[src/rtl/spi_reg_ctrl_if.sv]
// spi_reg_ctrl_if: byte link between the SPI slave datapath and the register command controller
interface spi_reg_ctrl_if #(
    parameter int NUM_REGS = 8
);
    logic                  frame_active;
    logic                  rx_valid;
    logic [7:0]            rx_byte;
    logic [7:0]            tx_byte;
    logic                  tx_load;
    logic                  wr_strobe;
    logic [6:0]            wr_addr;
    logic [7:0]            wr_data;
    logic [NUM_REGS*8-1:0] reg_out;
    logic                  led;
    logic                  err;

    modport slave (
        input  frame_active, rx_valid, rx_byte,
        output tx_byte, tx_load, wr_strobe, wr_addr, wr_data, reg_out, led, err
    );

    modport master (
        output frame_active, rx_valid, rx_byte,
        input  tx_byte, tx_load, wr_strobe, wr_addr, wr_data, reg_out, led, err
    );
endinterface

[src/rtl/spi_reg_ctrl.sv]
// spi_reg_ctrl: SPI frame command sequencer onto a small register bank (SPI_REG_AUTOINC_EN enables address auto-increment)
module spi_reg_ctrl #(
    parameter int         NUM_REGS = 8,
    parameter logic [7:0] ID_BYTE  = 8'hA5
) (
    input logic           clk,
    input logic           rst,
    spi_reg_ctrl_if.slave bus
);
    localparam int AW = $clog2(NUM_REGS);

    typedef enum logic [2:0] {IDLE, CMD, WRITE, READ, DISCARD} state_t;

    state_t        state_q;
    logic [AW-1:0] addr_q;
    logic [7:0]    regs_q [NUM_REGS];
    logic [7:0]    tx_byte_q;
    logic          tx_load_q;
    logic          wr_strobe_q;
    logic [6:0]    wr_addr_q;
    logic [7:0]    wr_data_q;
    logic          err_q;

    logic [6:0]    cmd_addr;
    logic [AW-1:0] cmd_idx;
    logic          cmd_ok;
    logic [AW-1:0] addr_d;
    logic [AW-1:0] cmd_next_d;

    assign cmd_addr = bus.rx_byte[6:0];
    assign cmd_idx  = cmd_addr[AW-1:0];
    assign cmd_ok   = int'(cmd_addr) < NUM_REGS;

`ifdef SPI_REG_AUTOINC_EN
    localparam logic [AW-1:0] LAST = AW'(NUM_REGS - 1);
    assign addr_d     = (addr_q == LAST) ? '0 : addr_q + AW'(1);
    assign cmd_next_d = (cmd_idx == LAST) ? '0 : cmd_idx + AW'(1);
`else
    assign addr_d     = addr_q;
    assign cmd_next_d = cmd_idx;
`endif

    // Frame sequencer: command decode, register access and registered slave-side outputs
    always_ff @(posedge clk or posedge rst) begin
        if (rst) begin
            state_q     <= IDLE;
            addr_q      <= '0;
            tx_byte_q   <= ID_BYTE;
            tx_load_q   <= 1'b0;
            wr_strobe_q <= 1'b0;
            wr_addr_q   <= '0;
            wr_data_q   <= '0;
            err_q       <= 1'b0;
            for (int i = 0; i < NUM_REGS; i++) regs_q[i] <= '0;
        end else begin
            tx_load_q   <= 1'b0;
            wr_strobe_q <= 1'b0;
            if (!bus.frame_active) begin
                if (state_q != IDLE) begin
                    state_q   <= IDLE;
                    tx_byte_q <= ID_BYTE;
                    tx_load_q <= 1'b1;
                end
            end else begin
                case (state_q)
                    IDLE: state_q <= CMD;
                    CMD: if (bus.rx_valid) begin
                        if (bus.rx_byte == 8'hFF) begin
                            err_q   <= 1'b0;
                            state_q <= DISCARD;
                        end else if (!cmd_ok) begin
                            err_q   <= 1'b1;
                            state_q <= DISCARD;
                        end else if (bus.rx_byte[7]) begin
                            addr_q  <= cmd_idx;
                            state_q <= WRITE;
                        end else begin
                            addr_q    <= cmd_next_d;
                            tx_byte_q <= regs_q[cmd_idx];
                            tx_load_q <= 1'b1;
                            state_q   <= READ;
                        end
                    end
                    WRITE: if (bus.rx_valid) begin
                        regs_q[addr_q] <= bus.rx_byte;
                        wr_strobe_q    <= 1'b1;
                        wr_addr_q      <= 7'(addr_q);
                        wr_data_q      <= bus.rx_byte;
                        tx_byte_q      <= bus.rx_byte;
                        tx_load_q      <= 1'b1;
                        addr_q         <= addr_d;
                    end
                    READ: if (bus.rx_valid) begin
                        tx_byte_q <= regs_q[addr_q];
                        tx_load_q <= 1'b1;
                        addr_q    <= addr_d;
                    end
                    default: ;
                endcase
            end
        end
    end

    for (genvar i = 0; i < NUM_REGS; i++) begin : g_out
        assign bus.reg_out[8*i +: 8] = regs_q[i];
    end

    assign bus.tx_byte   = tx_byte_q;
    assign bus.tx_load   = tx_load_q;
    assign bus.wr_strobe = wr_strobe_q;
    assign bus.wr_addr   = wr_addr_q;
    assign bus.wr_data   = wr_data_q;
    assign bus.led       = regs_q[0][0];
    assign bus.err       = err_q;
endmodule
[src/flat_wrapper.sv]
// flat-port wrapper written by rule: the top's interface ports become plain ports
module spi_reg_ctrl_flat 
#(
    parameter int         NUM_REGS = 8,
    parameter logic [7:0] ID_BYTE  = 8'hA5
)
  (clk, rst, bus_frame_active, bus_rx_valid, bus_rx_byte, bus_tx_byte, bus_tx_load, bus_wr_strobe, bus_wr_addr, bus_wr_data, bus_reg_out, bus_led, bus_err);
  spi_reg_ctrl_if #(.NUM_REGS(NUM_REGS)) bus_i ();
  input logic clk;
  input logic rst;
  input wire logic [$bits(bus_i.frame_active)-1:0] bus_frame_active;
  input wire logic [$bits(bus_i.rx_valid)-1:0] bus_rx_valid;
  input wire logic [$bits(bus_i.rx_byte)-1:0] bus_rx_byte;
  output wire logic [$bits(bus_i.tx_byte)-1:0] bus_tx_byte;
  output wire logic [$bits(bus_i.tx_load)-1:0] bus_tx_load;
  output wire logic [$bits(bus_i.wr_strobe)-1:0] bus_wr_strobe;
  output wire logic [$bits(bus_i.wr_addr)-1:0] bus_wr_addr;
  output wire logic [$bits(bus_i.wr_data)-1:0] bus_wr_data;
  output wire logic [$bits(bus_i.reg_out)-1:0] bus_reg_out;
  output wire logic [$bits(bus_i.led)-1:0] bus_led;
  output wire logic [$bits(bus_i.err)-1:0] bus_err;
  assign bus_i.frame_active = bus_frame_active;
  assign bus_i.rx_valid = bus_rx_valid;
  assign bus_i.rx_byte = bus_rx_byte;
  assign bus_tx_byte = bus_i.tx_byte;
  assign bus_tx_load = bus_i.tx_load;
  assign bus_wr_strobe = bus_i.wr_strobe;
  assign bus_wr_addr = bus_i.wr_addr;
  assign bus_wr_data = bus_i.wr_data;
  assign bus_reg_out = bus_i.reg_out;
  assign bus_led = bus_i.led;
  assign bus_err = bus_i.err;
  spi_reg_ctrl #(.NUM_REGS(NUM_REGS), .ID_BYTE(ID_BYTE)) u_core (.clk(clk), .rst(rst), .bus(bus_i));
endmodule
[config.mk]
export PLATFORM = sky130hd
export DESIGN_NAME = spi_reg_ctrl_flat
export DESIGN_NICKNAME = d
export VERILOG_FILES = /design/src/rtl/spi_reg_ctrl_if.sv /design/src/rtl/spi_reg_ctrl.sv /design/src/flat_wrapper.sv
export SDC_FILE = /design/constraint.sdc
export NUM_CORES = 1
export LEC_CHECK = 0
export BUFFER_PORTS_ARGS = -buffer_cell sky130_fd_sc_hd__buf_2
export CAP_MARGIN = 20
export CORE_MARGIN = 4
export CORE_UTILIZATION = 40
export DETAILED_ROUTE_END_ITERATION = 16
export PLACE_DENSITY_LB_ADDON = 0.25
export SLEW_MARGIN = 20
export SYNTH_ARGS = -nofsm -noshare
export SYNTH_HDL_FRONTEND = slang
export SYNTH_SLANG_ARGS = --single-unit
[constraint.sdc]
create_clock -name clk -period 5.1 [get_ports clk]
set_clock_uncertainty 0.05 [all_clocks]
set_input_delay 0.765 -clock clk [delete_from_list [all_inputs] [get_ports clk]]
set_output_delay 0.765 -clock clk [all_outputs]
set_load 0.02 [all_outputs]
==> key figures, run 1 <==
Global route
  • Vias in the first global route: 3737
  • Largest net degree at the start of global routing: 57
  • Global-route wire length before repair: 22000 µm
  • Residual overflow from global routing: 0
  • GRT Overall Usage: approximately a fifth
  • Antenna violations before repair: 0

Timing
  • Slew at the pin closest to its max-slew limit: roughly 920 ps
  • Final critical delay including setup and external delays: 2670 ps
  • Max-slew violations: 0
  • Setup repair after global routing missed its margin: no
  • Share of the clock period used by the worst path: between 50% and 60%
  • Setup ws final: 2430 ps
  • Worst max-slew margin expressed relative to the limit: roughly two fifths
  • Total of endpoints with negative setup slack in the final report: 0
  • Final Hold Fails: 0
  • Summed negative setup slack over all endpoints: 0 ps
  • Fmax: between 0.3 and 0.4 GHz

Detailed routing
  • Vias per std cell: 5.833
  • Total wire length: between 10000 and 15000 µm
  • Number of design-rule violations left by the first detailed-router iteration: between 200 and 250
  • Final ANT Viol Nets: 0
  • Remaining design rule violation count: 0
  • Routed len/inst: ~22 µm
  • Via count: approximately 3600
  • First-pass iteration count of the detailed router: 5

Floorplan
  • Standard cell core area: between 10000 and 15000 µm²
  • Boundary Pins: between 100 and 150
  • Die ar.: ~14000 µm²
  • # rows: 39
  • Die height: approximately 120 µm
  • Initial cell density of the core: about two fifths
  • Die X: approximately 120 µm

CTS
  • Sink count of the clock tree: 92
  • Cts bufs inserted: 9
  • Post-CTS repair timing setup buffer count: 0
  • Root Buffer: clkbuf_16
  • CTS tree: yes
  • Max Buffers Root-to-Sink: 2
  • Post-CTS resize count: 0
  • Reg clk slew, reported paths: 60 ps
  • Maximum level of the CTS H-tree: 3
  • # hold bufs at CTS: 0
  • Insertion delay of the later-clocked pin in the worst-skew pair: roughly 340 ps

Cells and area
  • Total inserted antenna cells: 0
  • Net count of the finished layout: about 480
  • Filler-free cell count of the finished design: between 600 and 700
  • Post-route standard cell area excluding fillers: 5650 µm²
  • Layout Area Growth over Synthesis: 17.42%
  • Fraction of layout instances using a drive strength above 1: 46.27%

Flow run
  • Maximum capacitance violations: 0

Setup path
  • Crit end category: register
  • Crit path kind: in -> reg
  • Required time of the worst setup path: between 5000 and 6000 ps
  • Reg-to-reg critical path startpoint: u_core.state_q[2]
  • Sort of element at the start of the critical path: input pin
  • Worst Path Max Fanout: 15
  • Crit path from: bus_frame_active
  • Critical Path AT: roughly 2900 ps

Place
  • Placement-stage cell area: between 5000 and 6000 µm²
  • Placed wire-length estimate after detailed placement: roughly 9400 µm
  • Routability congestion estimate: around 0.82
  • Placement-stage worst setup slack: roughly 2100 ps
  • Buffers added on ports: 98
  • Number of placed cells counting well taps: between 500 and 600

Pwr
  • Maximum vdd drop: about 120 µV
  • Total power divided by cell area: roughly 280 nW/µm²
  • Leak: between 2 and 3 nW

Worst hold path
  • Min-Delay Startpoint: u_core.bus.wr_data[4]
  • Worst hold path type: reg -> reg

Yosys
  • Flip-flop and latch count after synthesis: 92
  • Mapped Avg Cell Area: around 13 µm²
  • Count of distinct cell types in the synthesized netlist: between 40 and 50
  • Count of mapped cells out of synthesis: 381
  • Share of the yosys chip area belonging to registers: between 40 and 50%
  • Synth Warn #: 0
  • Synth Cell Area: just under 5000 µm²

Status
  • Result of the run: completed
## cell usage after synthesis (all sizes together)
cell	n	area, µm²
dfrtp	88	2202
a21oi	6	33.78
nand4b	2	23.77
a221oi	2	17.52
buf	19	113.9
a31oi	1	6.260
nor3b	1	18.77
nor2b	4	25.02
or3	2	12.51
o32ai	2	17.52
nand2b	5	31.28
nor3	1	5.000
mux2i	29	290.3
o211ai	1	7.510
inv	7	26.28
or4	2	15.01
conb	1	3.750
nand4	3	18.77
o21a	5	37.54
dfstp	4	105.1
nor2	8	30.03
or2	2	12.51
nand2	43	163.9
a211oi	2	15.01
mux4	17	382.9
o2111ai	5	43.79
a21o	1	7.510
mux2	68	825.8
a22oi	2	15.01
clkbuf	12	45.04
o22ai	13	81.33
clkinv	1	5.000
nor4	3	33.78
nor4b	1	23.77
o221ai	2	17.52
nand3b	2	27.53
o21ai	14	70.07
## cell families after synthesis
kind of cell | count (synthesis) | synth area share, %
buffers and inverters | 39 | 3.952
AO/OA/AOI/OAI | 56 | 7.697
multiplexers | 114 | 31.15
flip-flops | 92 | 47.95
AND/OR/NAND/NOR | 79 | 9.178
other | 1 | 0.07793
## cell type report
cell class                      count  area [µm²]
Sequential cell                    92        2308
Clock buffer                       13       280.3
Inverter                            8       32.53
Multi-Input combinational cell    253        2326
Fill cell                        1084        5963
Timing Repair Buffer              100       505.5
Clock inverter                      3       18.77
Tap cell                          143       178.9
## worst paths after layout
check,end,slack (ps),cells past startpoint
worst max-delay path,u_core.bus.reg_out[32],2430,7
worst min-delay path,u_core.bus.wr_data[4],430,2
worst max register to register,u_core.bus.reg_out[32],2470,6
worst min register to register,u_core.bus.wr_data[4],430,2
max in group asynchronous,u_core.addr_d[0],3320,3
min in group asynchronous,u_core.bus.tx_byte[6],450,2
## metrics by stage
| stage | hold slack (ps) | power (mW) | util (%) |
|---|---|---|---|
| floorplan | 437.8 | 0.9012 | - |
| global placement | 415.1 | 0.9456 | 46.08 |
| detailed placement | 415.8 | 0.9481 | 46.08 |
| CTS | 431.6 | 1.610 | 48.65 |
| global route | 456.1 | 1.660 | 48.65 |
| finish | 425.5 | 1.599 | 48.65 |
## worst max-delay path, stage by stage
cell      delay [ps]
buf_2            140
nand3b_1         150
nand3b_4         330
clkinv_2         250
nand2_1           90
or3_1            680
mux2_4           420
## power breakdown
| part | internal (mW) | switching [mW] | leakage (nW) | total (mW) |
|---|---|---|---|---|
| registers | 0.746 | 0.0276 | 1.26 | 0.774 |
| logic | 0.0565 | 0.104 | 1.45 | 0.160 |
| clock network | 0.383 | 0.282 | 0.152 | 0.665 |
## flip-flops by register name (all words and copies together) (netlist names)
signal	count
u_core.bus.reg_out	63
u_core.bus.tx_byte	8
u_core.bus.wr_data	8
u_core.addr_d	3
u_core.bus.wr_addr	3
u_core.state_q	3
u_core.bus.err	1
u_core.bus.led	1
u_core.bus.tx_load	1
u_core.bus.wr_strobe	1
## layout by cell type, fill, tap and decap left out, types with 8 or more instances in the layout
cell type | netlist | routed
buf_2 | 10 | 98
clkbuf_16 | 0 | 9
dfrtp_1 | 88 | 87
mux2_2 | 52 | 52
mux2_4 | 16 | 16
mux2i_1 | 29 | 29
mux4_2 | 17 | 17
nand2_1 | 42 | 42
nor2_1 | 8 | 8
o21ai_0 | 14 | 14
o22ai_1 | 13 | 13
## metal layers
metal  part of all wire (%)  routed length (µm)  global-route usage (%)  up-vias
met1                     45                6125                   27.41     1826
li1                       -                   -                       -     1575
met3                    6.1                 838                   4.613       18
met4                    1.7                 227                   6.886        0
met5                      0                   0                       0        -
met2                     48                6524                   32.12      151
Power figures use the tool's default switching activity.
==> run 2: changes to the inputs <==
==> constraint.sdc (replaced) <==
create_clock -name clk -period 2.6 [get_ports clk]
set_clock_uncertainty 0.05 [all_clocks]
set_input_delay 0.39 -clock clk [delete_from_list [all_inputs] [get_ports clk]]
set_output_delay 0.39 -clock clk [all_outputs]
set_load 0.02 [all_outputs]
==> run 2 against run 1 <==
Sequential cell count did not move. Power rose by 92%. Utilization is 0.86 points higher. Clock power up 83%. Combinational power rose by 100%. Global-route usage decreased by 0.14 points. Setup slack lost 2200 ps. Sequential power increased by 96%. Critical endpoint is now u_core.bus.reg_out[23]. Highest routed layer unchanged.
==> key figures, run 2 (same netlist as run 1, synthesis figures left out) <==
Detailed routing
  • Vias per std cell: 5.733 (-1.7%)
  • First-pass iteration count of the detailed router: 4 (-1)
  • Routed len/inst: 21.88 µm (-2.4%)
  • Total wire length: 13680 µm (-0.29%)
  • Via count: 3583 (+0.36%)
  • Remaining design rule violation count: 0 (unchanged)
  • Final ANT Viol Nets: 0 (unchanged)
  • Number of design-rule violations left by the first detailed-router iteration: 298 (+21%)

CTS
  • Post-CTS resize count: 0 (unchanged)
  • Reg clk slew, reported paths: 60 ps (about the same)
  • # hold bufs at CTS: 0 (unchanged)
  • Sink count of the clock tree: 92 (unchanged)
  • Max Buffers Root-to-Sink: 2 (unchanged)
  • CTS tree: yes
  • Root Buffer: clkbuf_16
  • Post-CTS repair timing setup buffer count: 0 (unchanged)
  • Cts bufs inserted: 9 (unchanged)
  • Maximum level of the CTS H-tree: 3 (unchanged)
  • Insertion delay of the later-clocked pin in the worst-skew pair: 340 ps (about the same)

Setup path
  • Sort of element at the start of the critical path: register
  • Crit end category: register
  • Crit path kind: reg -> reg
  • Required time of the worst setup path: 2770 ps (-2510 ps)
  • Worst Path Max Fanout: 14 (-1)
  • Critical Path AT: 2560 ps (-290 ps)

Floorplan
  • Initial cell density of the core: 41.44% (unchanged)
  • Die height: 117.7 µm (unchanged)
  • Standard cell core area: 11610 µm² (unchanged)
  • Die X: 117.7 µm (unchanged)
  • Boundary Pins: 103 (unchanged)
  • Die ar.: 13850 µm² (unchanged)
  • # rows: 39 (unchanged)

Timing
  • Final Hold Fails: 0 (unchanged)
  • Final critical delay including setup and external delays: 2389 ps
  • Setup repair after global routing missed its margin: no
  • Max-slew violations: 0 (unchanged)
  • Worst max-slew margin expressed relative to the limit: 57.78% (+20 points)
  • Setup ws final: 210.7 ps (-2220 ps)
  • Worst Hold Slack: 119.0 ps (-306.5 ps)
  • Summed negative setup slack over all endpoints: 0 ps (unchanged)
  • Slew at the pin closest to its max-slew limit: 633.3 ps (-288.6 ps)
  • Share of the clock period used by the worst path: just over 90%
  • Total of endpoints with negative setup slack in the final report: 0 (unchanged)
  • Fmax: ~0.42 GHz

Cells and area
  • Fill cell total of the finished layout: 1058 (-2.4%)
  • Fraction of layout instances using a drive strength above 1: 47.10% (+0.83 points)
  • Total inserted antenna cells: 0 (unchanged)
  • Most common cell after layout, fill and taps aside: buf_2
  • Net count of the finished layout: 489 (+2.7%)
  • Area taken by flip-flops and latches: 2308 µm² (unchanged)
  • Layout Area Growth over Synthesis: 19.50%
  • Core Util, Final: 49.52% (+0.86 points)
  • Max FFs per register: 63 (unchanged)
  • Commonest cells after routing, fill and taps aside: buf_2 (98), dfrtp_1 (87), mux2_2 (52)
  • Area of combinational cells with multiple inputs: 2326 µm² (unchanged)

Status
  • Result of the run: completed

Global route
  • GRT Overall Usage: 20.09% (-0.14 points)
  • Residual overflow from global routing: 0 (unchanged)
  • Antenna violations before repair: 0 (unchanged)
  • Largest net degree at the start of global routing: 93 (+63%)
  • Global-route wire length before repair: 21760 µm (-1.1%)
  • Vias in the first global route: 3720 (-0.45%)

Pwr
  • Leak: 2.916 nW (+1.9%)
  • Maximum vdd drop: 239.5 µV (+93%)
  • Total power divided by cell area: 533.7 nW/µm² (+89%)

Place
  • Placement-stage worst setup slack: 211.0 ps (-1891 ps)
  • Buffers added on ports: 98 (unchanged)
  • Routability congestion estimate: 0.8345 (+1.7%)
  • Placed wire-length estimate after detailed placement: 9580 µm (+2.2%)

Worst hold path
  • Worst hold path type: in -> async

Flow run
  • Maximum capacitance violations: 0 (unchanged)
[run 2: final cells by class]
cell class	count	share of cell area [%]
clock buffers	14	4.591
clock inverters	2	0.1741
inverters	8	0.6092
multi-input cells	253	40.45
flip-flops and latches	92	40.14
well taps	143	3.111
repair buffers	113	10.92
[run 2: where the power goes]
group / internal (mW) / switching [mW]
combinational: 0.123 / 0.205
sequential: 1.46 / 0.0542
clock: 0.699 / 0.525
total: 2.29 / 0.784
[run 2: path summary, 6_finish.rpt]
check | slack (ps) | startpoint | end | cells after the start
worst max register to register | 210 | u_core.state_q[2] | u_core.bus.reg_out[23] | 6
min in group clk | 290 | bus_frame_active | u_core.state_q[1] | 2
max in group asynchronous | 1970 | rst | u_core.addr_d[0] | 3
worst max-delay path | 210 | u_core.state_q[2] | u_core.bus.reg_out[23] | 6
worst min-delay path | 120 | rst | u_core.bus.tx_byte[4] | 3
worst min register to register | 420 | u_core.bus.wr_data[3] | u_core.bus.wr_data[3] | 2
[run 2: worst max-delay path, cell delays in order, from the launching register on]
cell and delay, ps:
dfrtp_1 440, nand3b_1 250, nand3b_4 210, clkinv_2 180, nand2_2 110, or3_1 630
mux2_4 390
[run 2: stage by stage]
step	area, µm²	instances	power [mW]
after floorplan	4827	384	1.768
after global placement	5477	609	1.867
after detailed placement	5477	609	1.874
after CTS	5751	625	3.107
after global routing	5751	625	3.197
final	5751	625	3.069
[run 2: routing by layer]
| layer | part of all wire, % | global-route usage [%] | vias to the layer above |
|---|---|---|---|
| met2 | 49 | 31.98 | 128 |
| met1 | 44 | 27.83 | 1845 |
| met3 | 5.8 | 3.172 | 14 |
| met4 | 1.2 | 7.326 | 0 |
| met5 | 0 | 0 | - |
| li1 | - | - | 1596 |
